**config.mk**
```make
export PLATFORM = sky130hd
export DESIGN_NAME = bcd_counter_3dig
export DESIGN_NICKNAME = d
export VERILOG_FILES = /design/src/rtl/bcd_counter_3dig_pkg.sv /design/src/rtl/bcd_counter_3dig_digit.sv /design/src/rtl/bcd_counter_3dig.sv
export SDC_FILE = /design/constraint.sdc
export NUM_CORES = 1
export LEC_CHECK = 0
export CORE_AREA = 5 5 101 103
export CTS_CLUSTER_SIZE = 16
export DETAILED_ROUTE_END_ITERATION = 6
export DIE_AREA = 0 0 106 108
export GPL_ROUTABILITY_DRIVEN = 1
export PLACE_DENSITY_LB_ADDON = 0.15
export SLEW_MARGIN = 20
export SYNTH_ARGS = -nofsm -noshare
export SYNTH_HDL_FRONTEND = slang
export SYNTH_SLANG_ARGS = --single-unit
```
**constraint.sdc**
```tcl
create_clock -name CLK -period 4.91 [get_ports CLK]
set_clock_uncertainty 0.15 [all_clocks]
set_input_delay 0.982 -clock CLK [delete_from_list [all_inputs] [get_ports CLK]]
set_output_delay 0.982 -clock CLK [all_outputs]
set_load 0.005 [all_outputs]
```
**src/rtl/bcd_counter_3dig_pkg.sv**
```systemverilog
// Shared constants and helpers for the three-digit BCD counter.
package bcd_counter_3dig_pkg;

    localparam int unsigned BCD_W      = 4;
    localparam int unsigned NUM_DIGITS = 3;
    localparam int unsigned DIGITS_W   = BCD_W * NUM_DIGITS;
    localparam int unsigned PRESC_W    = 26;

    localparam logic [BCD_W-1:0] BCD_MAX = 4'd9;

    // Clamp a raw nibble into the legal BCD range so the count never holds A..F.
    function automatic logic [BCD_W-1:0] bcd_sat(input logic [BCD_W-1:0] nib);
        return (nib > BCD_MAX) ? BCD_MAX : nib;
    endfunction

endpackage

```
**src/rtl/bcd_counter_3dig_digit.sv**
```systemverilog
// One BCD digit: registered value with combinational carry/borrow-out for chaining.
module bcd_digit
    import bcd_counter_3dig_pkg::*;
(
    input  logic             CLK,
    input  logic             RST_N,
    input  logic             step_i,
    input  logic             up_i,
    input  logic             cin_i,
    input  logic             load_i,
    input  logic [BCD_W-1:0] load_nib_i,
    input  logic             clr_i,
    output logic [BCD_W-1:0] digit_o,
    output logic             cout_c_o
);

    logic [BCD_W-1:0] digit_q;
    logic [BCD_W-1:0] digit_d;
    logic             at_limit_c;

    always_comb begin
        at_limit_c = up_i ? (digit_q == BCD_MAX) : (digit_q == '0);
        cout_c_o   = cin_i & at_limit_c;
        digit_d    = digit_q;
        if (clr_i) begin
            digit_d = '0;
        end else if (load_i) begin
            digit_d = bcd_sat(load_nib_i);
        end else if (step_i && cin_i) begin
            if (at_limit_c) begin
                digit_d = up_i ? BCD_W'(0) : BCD_MAX;
            end else begin
                digit_d = up_i ? (digit_q + BCD_W'(1)) : (digit_q - BCD_W'(1));
            end
        end
    end

    always_ff @(posedge CLK or negedge RST_N) begin
        if (!RST_N) begin
            digit_q <= '0;
        end else begin
            digit_q <= digit_d;
        end
    end

    assign digit_o = digit_q;

endmodule

```
**src/rtl/bcd_counter_3dig.sv**
```systemverilog
// Three-digit BCD up/down counter with prescaler, manual step input and clear/load.
module bcd_counter_3dig
    import bcd_counter_3dig_pkg::*;
#(
    parameter int unsigned TICK_DIV = 50_000_000
) (
    input  logic                CLK,
    input  logic                RST_N,
    input  logic                EN,
    input  logic                UP,
    input  logic                CLR,
    input  logic                LOAD,
    input  logic [DIGITS_W-1:0] LOAD_VAL,
    input  logic                STEP,
    output logic [DIGITS_W-1:0] digits,
    output logic                TICK,
    output logic                WRAP
);

    localparam logic [PRESC_W-1:0] TERM_CNT = PRESC_W'(TICK_DIV - 1);

    logic [PRESC_W-1:0] presc_q, presc_d;
    logic               sync1_q, sync2_q, step_prev_q;
    logic               tick_q, tick_d;
    logic               wrap_q, wrap_d;

    logic               tick_c, man_step_c, hold_c, step_c;
    logic               cout_u_c, cout_t_c, cout_h_c;
    logic [BCD_W-1:0]   dig_u, dig_t, dig_h;

    // Clear/load override any tick or manual step in the same cycle.
    always_comb begin
        tick_c     = EN && (presc_q == TERM_CNT);
        man_step_c = sync2_q & ~step_prev_q;
        hold_c     = CLR | LOAD;
        step_c     = (tick_c | man_step_c) & ~hold_c;
        presc_d    = presc_q;
        if (hold_c || tick_c) begin
            presc_d = '0;
        end else if (EN) begin
            presc_d = presc_q + PRESC_W'(1);
        end
        tick_d = tick_c & ~hold_c;
        wrap_d = step_c & cout_h_c;
    end

    always_ff @(posedge CLK or negedge RST_N) begin
        if (!RST_N) begin
            presc_q     <= '0;
            sync1_q     <= 1'b0;
            sync2_q     <= 1'b0;
            step_prev_q <= 1'b0;
            tick_q      <= 1'b0;
            wrap_q      <= 1'b0;
        end else begin
            presc_q     <= presc_d;
            sync1_q     <= STEP;
            sync2_q     <= sync1_q;
            step_prev_q <= sync2_q;
            tick_q      <= tick_d;
            wrap_q      <= wrap_d;
        end
    end

    bcd_digit u_units (
        .CLK        (CLK),
        .RST_N      (RST_N),
        .step_i     (step_c),
        .up_i       (UP),
        .cin_i      (1'b1),
        .load_i     (LOAD),
        .load_nib_i (LOAD_VAL[3:0]),
        .clr_i      (CLR),
        .digit_o    (dig_u),
        .cout_c_o   (cout_u_c)
    );

    bcd_digit u_tens (
        .CLK        (CLK),
        .RST_N      (RST_N),
        .step_i     (step_c),
        .up_i       (UP),
        .cin_i      (cout_u_c),
        .load_i     (LOAD),
        .load_nib_i (LOAD_VAL[7:4]),
        .clr_i      (CLR),
        .digit_o    (dig_t),
        .cout_c_o   (cout_t_c)
    );

    bcd_digit u_hundreds (
        .CLK        (CLK),
        .RST_N      (RST_N),
        .step_i     (step_c),
        .up_i       (UP),
        .cin_i      (cout_t_c),
        .load_i     (LOAD),
        .load_nib_i (LOAD_VAL[11:8]),
        .clr_i      (CLR),
        .digit_o    (dig_h),
        .cout_c_o   (cout_h_c)
    );

    assign digits = {dig_h, dig_t, dig_u};
    assign TICK   = tick_q;
    assign WRAP   = wrap_q;

endmodule

```
==> metrics.csv, run 1 <==
metric;value;unit
setup ws final;1.69;ns
final net count;330;
Total Negative Setup Slacks;0;ns
DRC;0;
P per Cell Area;259;nW/um2
Max-cap violations;0;
Rows;35;
initial antenna violation count;0;
final setup fails;0;
CP Max Fanout;8;
worst endpoint required time;4.92;ns
CP cell instances;clkdlybuf4s50_1 > inv_1 > ha_1 > a21o_1 > a21oi_1 > xnor2_1 > o22ai_1 > a2111oi_0 > a2111oi_1;
drt first pass iters;4;
CTS tree;done;
synthesized area;2610;um2
GRT Total Usage;0.111;
Worst Max-Slew Pin Slew;0.624;ns
fill count;956;
number of max-slew violations in the final report;0;
total length of routed wires;6.11;mm
min Tclk post-route;3.22;ns
# hold bufs at CTS;0;
Ys Warns;0;
Die Y;108;um
wire length of the first global-routing pass;10.4;mm
Synth Flop Type;dfrtp_1;
CTS sink cnt;43;
Leak;1.30;nW
Worst Setup Start Kind;input pin;
flops & latches, synth;43;
CP max stage delay;0.42;ns
I/O Pins;33;
Final Instance Area;3160;um2
worst min-delay path category;reg2reg;
Placer Congestion;0.702;
grt ovf;0;
multi-input logic area;1440;um2
Hold Slack;0.206;ns
f_max;311;MHz
root buffer selected by CTS;clkbuf_8;
Iter 0 DRT Violations;78;
Final Hold Fails;0;
largest net degree at the start of global routing;44;
Post-CTS Resized;0;
share of layout cells above drive strength 1;0.0894;
outcome;complete, no violations;
clk slew on worst S/H paths;0.09;ns
Placed Instances;405;
normalized max-slew margin;0.582;
initial core utilization;0.286;
pre-CTS WS;1.38;ns
Avg Cell Area, Syn;9.62;um2
Crit Path Class;in2reg;
WL/cell;14.8;um
die width;106;um
core area;9110;um2
ys async rst share;1.00;
area of the die;11400;um2
Syn Inst Count;271;
remaining antenna violation count after routing;0;
Final HPWL DP;4.29;mm
Syn Nets;300;
Clock Tree Buf Depth;2;
sequential area share after synthesis;0.413;
CP arrival;3.22;ns
Area Overhead vs Synth;21.1;%
Crit. End Element;flop;
Non-Filler Instances;413;
routed via count;1964;
port bufs;32;
clk_lat worst skew;0.30;ns
Via density;4.76;
maximum VDD drop;0.000154;V
number of flops mapped to enable cells by yosys;0;
slowest CP cell;clkdlybuf4s50_1;
CTS buffer count;5;
vias in the first global route;2049;
Synth cell types;51;
period utilization;0.655;
antenna diode count;0;
CTS H-Tree Depth;2;
flip-flop and latch area;1080;um2
postcts setup bufs;0;
Cell Area, Placed;3030;um2
RSZ-0062 raised after global routing;false;
[flip-flops by register name, indices dropped and copies added, names as in the netlist]
name,count
u_units.digit_o,4
step_prev_q,1
TICK,1
u_tens.digit_o,4
u_hundreds.digit_o,4
sync2_q,1
WRAP,1
sync1_q,1
presc_q,26
[where the power goes]
group          switching, mW  internal, mW
Combinational         0.0677        0.0668
Clock                  0.135         0.168
Sequential            0.0180         0.364
Total                  0.221         0.598
[cell usage after synthesis (2+ instances only)]
cell type	count	area, um2
dfrtp_1	43	1080
nor2_1	39	146
xor2_1	20	175
nand3_1	19	95.1
xnor2_1	13	114
nand2_1	12	45.0
inv_1	11	41.3
clkbuf_1	9	33.8
a21oi_1	8	40.0
and3_1	8	50.1
ha_1	7	87.6
o21ai_0	7	35.0
nor3_1	6	30.0
mux2i_1	5	50.1
nand4_1	5	31.3
nor4_1	5	31.3
nand2b_1	4	25.0
a21o_1	3	22.5
a31oi_1	3	18.8
and2_1	3	18.8
fa_1	3	60.1
a21oi_2	2	17.5
a221oi_1	2	17.5
a221oi_2	2	30.0
and4_1	2	17.5
buf_2	2	10.0
nor4_2	2	25.0
o21a_1	2	15.0
or3_1	2	12.5
[cell type report]
cell class              instances  area share
multi-input cells             205       0.456
flip-flops and latches         43       0.341
repair buffers                 35       0.108
well taps                     111      0.0440
clock buffers                   6      0.0262
inverters                      11      0.0131
clock inverters                 2      0.0123
[logic make-up after synthesis]
logic type               share of synthesized area
XOR/XNOR                                     0.111
flip-flops                                   0.413
adder cells (fa/ha/maj)                     0.0566
AO/OA/AOI/OAI                                0.126
AND/OR/NAND/NOR                              0.239
multiplexers                                0.0192
buffers and inverters                       0.0355
[worst max-delay path, delay by kind of cell]
family | cells | cell delay [ns]
AOI/OAI and AO/OA | 5 | 1.07
xor gates and xnor gates | 1 | 0.17
buffers and inverters | 2 | 0.70
adders and majority gates | 1 | 0.29
[per-layer routing]
layer	wire length, um	track usage
met5	0	0
met4	37	0.0222
met3	210	0.0251
met2	2820	0.183
met1	3040	0.151
[stage by stage]
stage	total power, mW	util
after floorplan	0.463	-
after CTS	0.835	0.346
after global routing	0.869	0.346
after global placement	0.525	0.333
final	0.819	0.346
after detailed placement	0.525	0.333
[cell usage in the layout (no fill, tap or decap), types with 6 or more instances in the layout]
cell type        instances
a21oi_1                  8
and3_1                   8
clkbuf_8                 6
clkdlybuf4s50_1         31
dfrtp_1                 43
ha_1                     7
inv_1                   11
nand2_1                 12
nand3_1                 19
nor2_1                  39
nor3_1                   6
o21ai_0                  7
xnor2_1                 13
xor2_1                  20
[worst paths after layout]
check | start | to | slack, ns | depth (start not counted)
worst max-delay path | UP | u_hundreds.digit_o[3] | 1.69 | 9
worst min-delay path | sync1_q | sync2_q | 0.21 | 0
worst max register to register | presc_q[18] | u_units.digit_o[1] | 2.50 | 7
worst min register to register | sync1_q | sync2_q | 0.21 | 0
max in group asynchronous | RST_N | presc_q[5] | 3.68 | 1
min in group asynchronous | RST_N | WRAP | 0.52 | 1
(Power assumes the default switching activity.)
==> inputs of run 2 (changes only) <==
clock period = 2.9 ns   (was 4.91 ns; I/O delays follow)
==> run 2 against run 1 <==
Compared with the run above: critical path depth unchanged; routed wire length increased by 3.4%; first-iteration DRC count decreased by 5.1%; total power increased by 62%; largest cell class unchanged; register-to-register slack got worse by 1.9 ns; highest routed layer unchanged; global-route usage increased by 0.24 points; cell count increased by 3.4%; sequential share of layout area decreased by 0.97 points; count of clock-buffer cells in the layout unchanged.
==> metrics.csv, run 2 (synthesized netlist as in run 1, its figures left out) <==
metric;value;unit;change
outcome;complete, no violations;;
# hold bufs at CTS;0;;unchanged
antenna diode count;0;;unchanged
core area;9110;um2;unchanged
worst min-delay path category;in2async;;
Via density;4.96;;+4.4%
overall power;1.32;mW;+62%
pre-CTS WS;-0.0438;ns;-1.43 ns
max reg flops;26;;unchanged
Placed Instances;419;;+3.5%
number of max-slew violations in the final report;0;;unchanged
maximum VDD drop;0.000222;V;+45%
f_max;380;MHz;
Area Overhead vs Synth;24.6;%;
root buffer selected by CTS;clkbuf_8;;
total length of routed wires;6.32;mm;+3.4%
P per Cell Area;407;nW/um2;+57%
vias in the first global route;2145;;+4.7%
commonest cells after routing, fill and taps aside;dfrtp_1, nor2_1, clkdlybuf4s50_1;;
commonest non-fill, non-tap cell in the layout;dfrtp_1;;
final setup fails;0;;unchanged
largest net degree at the start of global routing;44;;unchanged
remaining antenna violation count after routing;0;;unchanged
most used routing layer in global routing;met2;;
routed via count;2120;;+7.9%
Non-Filler Instances;427;;+3.4%
initial core utilization;0.286;;unchanged
GRT Total Usage;0.114;;+0.00242
Final Hold Fails;0;;unchanged
I/O Pins;33;;unchanged
wire length of the first global-routing pass;10.6;mm;+2.0%
port bufs;32;;unchanged
CTS H-Tree Depth;2;;unchanged
CP max stage delay;0.48;ns;+0.06 ns
Crit. End Element;flop;;
grt ovf;0;;unchanged
Final HPWL DP;4.51;mm;+4.9%
die width;106;um;unchanged
setup ws final;0.267;ns;-1.43 ns
period utilization;0.908;;
Worst Max-Slew Pin Slew;0.587;ns;-0.0375 ns
clk_lat worst skew;0.31;ns;about the same
share of layout cells above drive strength 1;0.130;;+0.0403
fill count;960;;+0.42%
Placer Congestion;0.768;;+9.4%
Crit Path Class;in2reg;;
DRC;0;;unchanged
WL/cell;14.8;um;about the same
clk slew on worst S/H paths;0.08;ns;about the same
largest reg by FF count;presc_q;;
slowest CP cell;clkdlybuf4s50_1;;
CTS tree;done;;
Global Route met2 Usage;0.188;;+0.00455
Die Y;108;um;unchanged
met3 Track Usage GR;0.0299;;+0.00478
worst endpoint required time;2.92;ns;-2.00 ns
drt first pass iters;4;;unchanged
min Tclk post-route;2.63;ns;
CTS buffer count;5;;unchanged
Worst Setup Start Kind;input pin;;
Rows;35;;unchanged
Leak;1.36;nW;+4.4%
Post-CTS Resized;0;;unchanged
RSZ-0062 raised after global routing;false;;
met1 Track Usage GR;0.152;;+0.00116
CP Max Fanout;3;;-5
Iter 0 DRT Violations;74;;-5.1%
Max-cap violations;0;;unchanged
Clock Tree Buf Depth;2;;unchanged
CP arrival;2.65;ns;-0.57 ns
final net count;344;;+4.2%
postcts setup bufs;0;;unchanged
CTS sink cnt;43;;unchanged
CP cell instances;clkdlybuf4s50_1 > inv_1 > ha_1 > a21o_1 > a21oi_1 > xnor2_1 > o22ai_1 > a2111oi_0 > a2111oi_1;;
normalized max-slew margin;0.609;;+0.0263
area of the die;11400;um2;unchanged
initial antenna violation count;0;;unchanged
## run 2: path summary, 6_finish.rpt
path,from,end,slack [ns],cells past startpoint
max,UP,u_hundreds.digit_o[3],0.27,9
min reg2reg,sync1_q,sync2_q,0.20,0
max in group asynchronous,RST_N,presc_q[5],2.00,2
min in group CLK,sync1_q,sync2_q,0.20,0
min,RST_N,u_hundreds.digit_o[0],0.20,2
max reg2reg,presc_q[18],u_hundreds.digit_o[3],0.57,7
## run 2: critical path: cells and delay by family
kind | cells | cell delay, ns
buffers and inverters | 2 | 0.55
adder cells (fa/ha/maj) | 1 | 0.29
AO/OA/AOI/OAI | 5 | 1.07
XOR/XNOR | 1 | 0.16
## run 2: layer usage
| layer | wire length (um) | share of wire | vias up |
|---|---|---|---|
| met5 | 0 | 0 | - |
| met3 | 285 | 0.045 | 6 |
| met4 | 44 | 0.0070 | 0 |
| li1 | - | - | 1044 |
| met2 | 2970 | 0.47 | 43 |
| met1 | 3020 | 0.48 | 1027 |
## run 2: per-stage QoR
stage | area [um2] | util | hold slack [ns] | setup TNS [ns]
floorplan | 2610 | - | 0.134 | 0
global placement | 3150 | 0.346 | 0.184 | 0
detailed placement | 3150 | 0.346 | 0.186 | -0.0438
CTS | 3250 | 0.357 | 0.208 | 0
global route | 3250 | 0.357 | 0.210 | 0
finish | 3250 | 0.357 | 0.199 | 0
## run 2: final cells by class
| cell class | instances | area, um2 | share of cell area |
|---|---|---|---|
| clock buffers | 6 | 82.6 | 0.0254 |
| clock inverters | 2 | 16.3 | 0.00501 |
| inverters | 11 | 41.3 | 0.0127 |
| multi-input cells | 205 | 1440 | 0.443 |
| flip-flops and latches | 43 | 1080 | 0.331 |
| well taps | 111 | 139 | 0.0428 |
| repair buffers | 49 | 455 | 0.140 |
## run 2: report_power, final
group          total (mW)  leakage [nW]  internal [mW]  switching (mW)
Combinational       0.249         0.725          0.129           0.120
Sequential          0.646         0.583          0.616          0.0306
Clock               0.428        0.0474          0.195           0.233
Total                1.32          1.36          0.939           0.384
==> inputs of run 3 (changes only) <==
CAP_MARGIN = 30   (was default)
CORE_AREA = 4 4 100 102   (was 5 5 101 103)
CTS_BUF_LIST = sky130_fd_sc_hd__clkbuf_2   (was default)
DIE_AREA = 0 0 104 106   (was 0 0 106 108)
==> run 3 against run 2 <==
Compared with the run above: critical path depth stayed put; cell count is 0.23% higher; sequential share of layout area is 0.35 points higher; utilization is 0.37 points lower; clock power is 15% lower; via count is 2.0% lower; sequential power hardly changed; total power is 5.2% lower; maximum frequency is 7.5% higher; non-clock buffer count is 1 higher; flip-flop and latch count stayed put; critical endpoint unchanged; largest cell class unchanged.
==> metrics.csv, run 3 (synthesized netlist as in run 1, its figures left out) <==
metric;value;unit;change
DRC;0;;unchanged
Crit Path Class;in2reg;;
flip-flop and latch area;1080;um2;unchanged
maximum VDD drop;0.000156;V;-30%
port bufs;32;;unchanged
share of layout cells above drive strength 1;0.126;;-0.00356
min Tclk post-route;2.45;ns;-0.184 ns
f_max;408;MHz;+7.5%
Leak;1.35;nW;-0.39%
Area Overhead vs Synth;23.3;%;
clk slew on worst S/H paths;0.25;ns;+0.17 ns
vias in the first global route;2185;;+1.9%
sw frac;0.291;;+0.00106
area of the die;11000;um2;-3.7%
multi-input logic area;1440;um2;unchanged
largest reg by FF count;presc_q;;
worst min-delay path category;reg2reg;;
drt first pass iters;4;;unchanged
Worst Setup Start Kind;input pin;;
max reg flops;26;;unchanged
routed via count;2077;;-2.0%
overall power;1.25;mW;-5.2%
commonest non-fill, non-tap cell in the layout;dfrtp_1;;
WL/cell;14.2;um;-3.9%
outcome;complete, no violations;;
CTS sink cnt;43;;unchanged
CTS buffer count;5;;unchanged
Critical path buffers and inverters;2;;unchanged
Clock Tree Buf Depth;2;;unchanged
sequential share of power;0.516;;+0.028
period utilization;0.845;;-0.0634
initial antenna violation count;0;;unchanged
root buffer selected by CTS;clkbuf_2;;
antenna diode count;0;;unchanged
Final Hold Fails;0;;unchanged
Rows;35;;unchanged
core area;9110;um2;unchanged
CP max stage delay;0.48;ns;about the same
Max-cap violations;0;;unchanged
CP Max Fanout;3;;unchanged
slowest CP cell;clkdlybuf4s50_1;;
Clock power frac;0.290;;-0.034
Int Power;0.889;mW;-5.4%
Combinational Power Share;0.194;;+0.006
Final Instance Area;3210;um2;-1.0%
Final HPWL DP;4.53;mm;+0.44%
CTS H-Tree Depth;2;;unchanged
Critical Path Stages;9;;unchanged
total length of routed wires;6.08;mm;-3.7%
Worst path top cell family by delay;compound AO/OA/AOI/OAI gates;;
grt ovf;0;;unchanged
Die Y;106;um;-1.9%
P per Cell Area;390;nW/um2;-4.2%
Net Sw Power;0.365;mW;-4.9%
largest net degree at the start of global routing;27;;-39%
final net count;345;;+0.29%
RSZ-0062 raised after global routing;false;;
normalized max-slew margin;0.714;;+0.105
final setup fails;0;;unchanged
Placer Congestion;0.741;;-3.4%
Via density;4.85;;-2.3%
CP arrival;2.62;ns;-0.03 ns
Worst Max-Slew Pin Slew;0.429;ns;-0.158 ns
number of max-slew violations in the final report;0;;unchanged
remaining antenna violation count after routing;0;;unchanged
I/O Pins;33;;unchanged
Cell Area, Placed;3140;um2;-0.40%
CP cell instances;clkdlybuf4s50_1 > inv_1 > ha_1 > a21o_1 > a21oi_1 > xnor2_1 > o22ai_1 > a2111oi_0 > a2111oi_1;;
hold path depth;0;;
GRT Total Usage;0.115;;+0.00169
wire length of the first global-routing pass;10.6;mm;-0.20%
worst endpoint required time;3.07;ns;+0.15 ns
initial core utilization;0.286;;unchanged
Iter 0 DRT Violations;64;;-14%
die width;104;um;-1.9%
commonest cells after routing, fill and taps aside;dfrtp_1, nor2_1, clkdlybuf4s50_1;;
clk_lat worst skew;0.41;ns;+0.10 ns
Crit. End Element;flop;;
fill count;951;;-0.94%
CTS tree;done;;
Reg2Reg Depth;7;;unchanged
run 3: final timing paths:
| check | from | end | slack (ns) |
|---|---|---|---|
| max | UP | u_hundreds.digit_o[3] | 0.45 |
| min | sync1_q | sync2_q | 0.24 |
| max reg2reg | presc_q[18] | u_hundreds.digit_o[0] | 0.53 |
| min reg2reg | sync1_q | sync2_q | 0.24 |
| max in group asynchronous | RST_N | u_tens.digit_o[1] | 1.86 |
| min in group asynchronous | RST_N | presc_q[2] | 0.49 |
run 3: area by class of cell:
| type | count | share of cell area |
|---|---|---|
| tap | 111 | 0.0432 |
| clock buffer | 5 | 0.00779 |
| multi-input combinational | 205 | 0.447 |
| clock inverter | 3 | 0.0132 |
| inverter | 11 | 0.0128 |
| timing repair buffer | 50 | 0.141 |
| sequential | 43 | 0.335 |
run 3: power by group through the flow:
stage               clock network (mW)  registers (mW)  logic, mW
floorplan                            0           0.646      0.138
global placement                     0           0.659      0.243
detailed placement                   0           0.658      0.246
CTS                              0.385           0.648      0.248
global route                     0.414           0.653      0.274
finish                           0.364           0.647      0.243
run 3: stage by stage:
step | TNS, ns | cells | hold WS, ns | util | setup WS [ns]
global placement | 0 | 419 | 0.184 | 0.344 | 0.0117
detailed placement | -0.0325 | 419 | 0.193 | 0.344 | -0.0325
floorplan | 0 | 271 | 0.134 | - | 0.0162
CTS | 0 | 428 | 0.246 | 0.353 | 0.458
global route | 0 | 428 | 0.249 | 0.353 | 0.268
finish | 0 | 428 | 0.240 | 0.353 | 0.451
run 3: repair_timing:
item,CTS,global route
resized for setup,0,0
endpoints found under the setup margin,0,0
setup buffers,0,0
hold buffers,1,0
endpoints found under the hold margin,43,0
run 3: layer usage:
layer	up-vias	wire length (um)	GRT usage
met2	24	2910	0.197
li1	1041	-	-
met4	0	44	0.0285
met5	-	0	0
met3	5	193	0.0243
met1	1007	2930	0.149
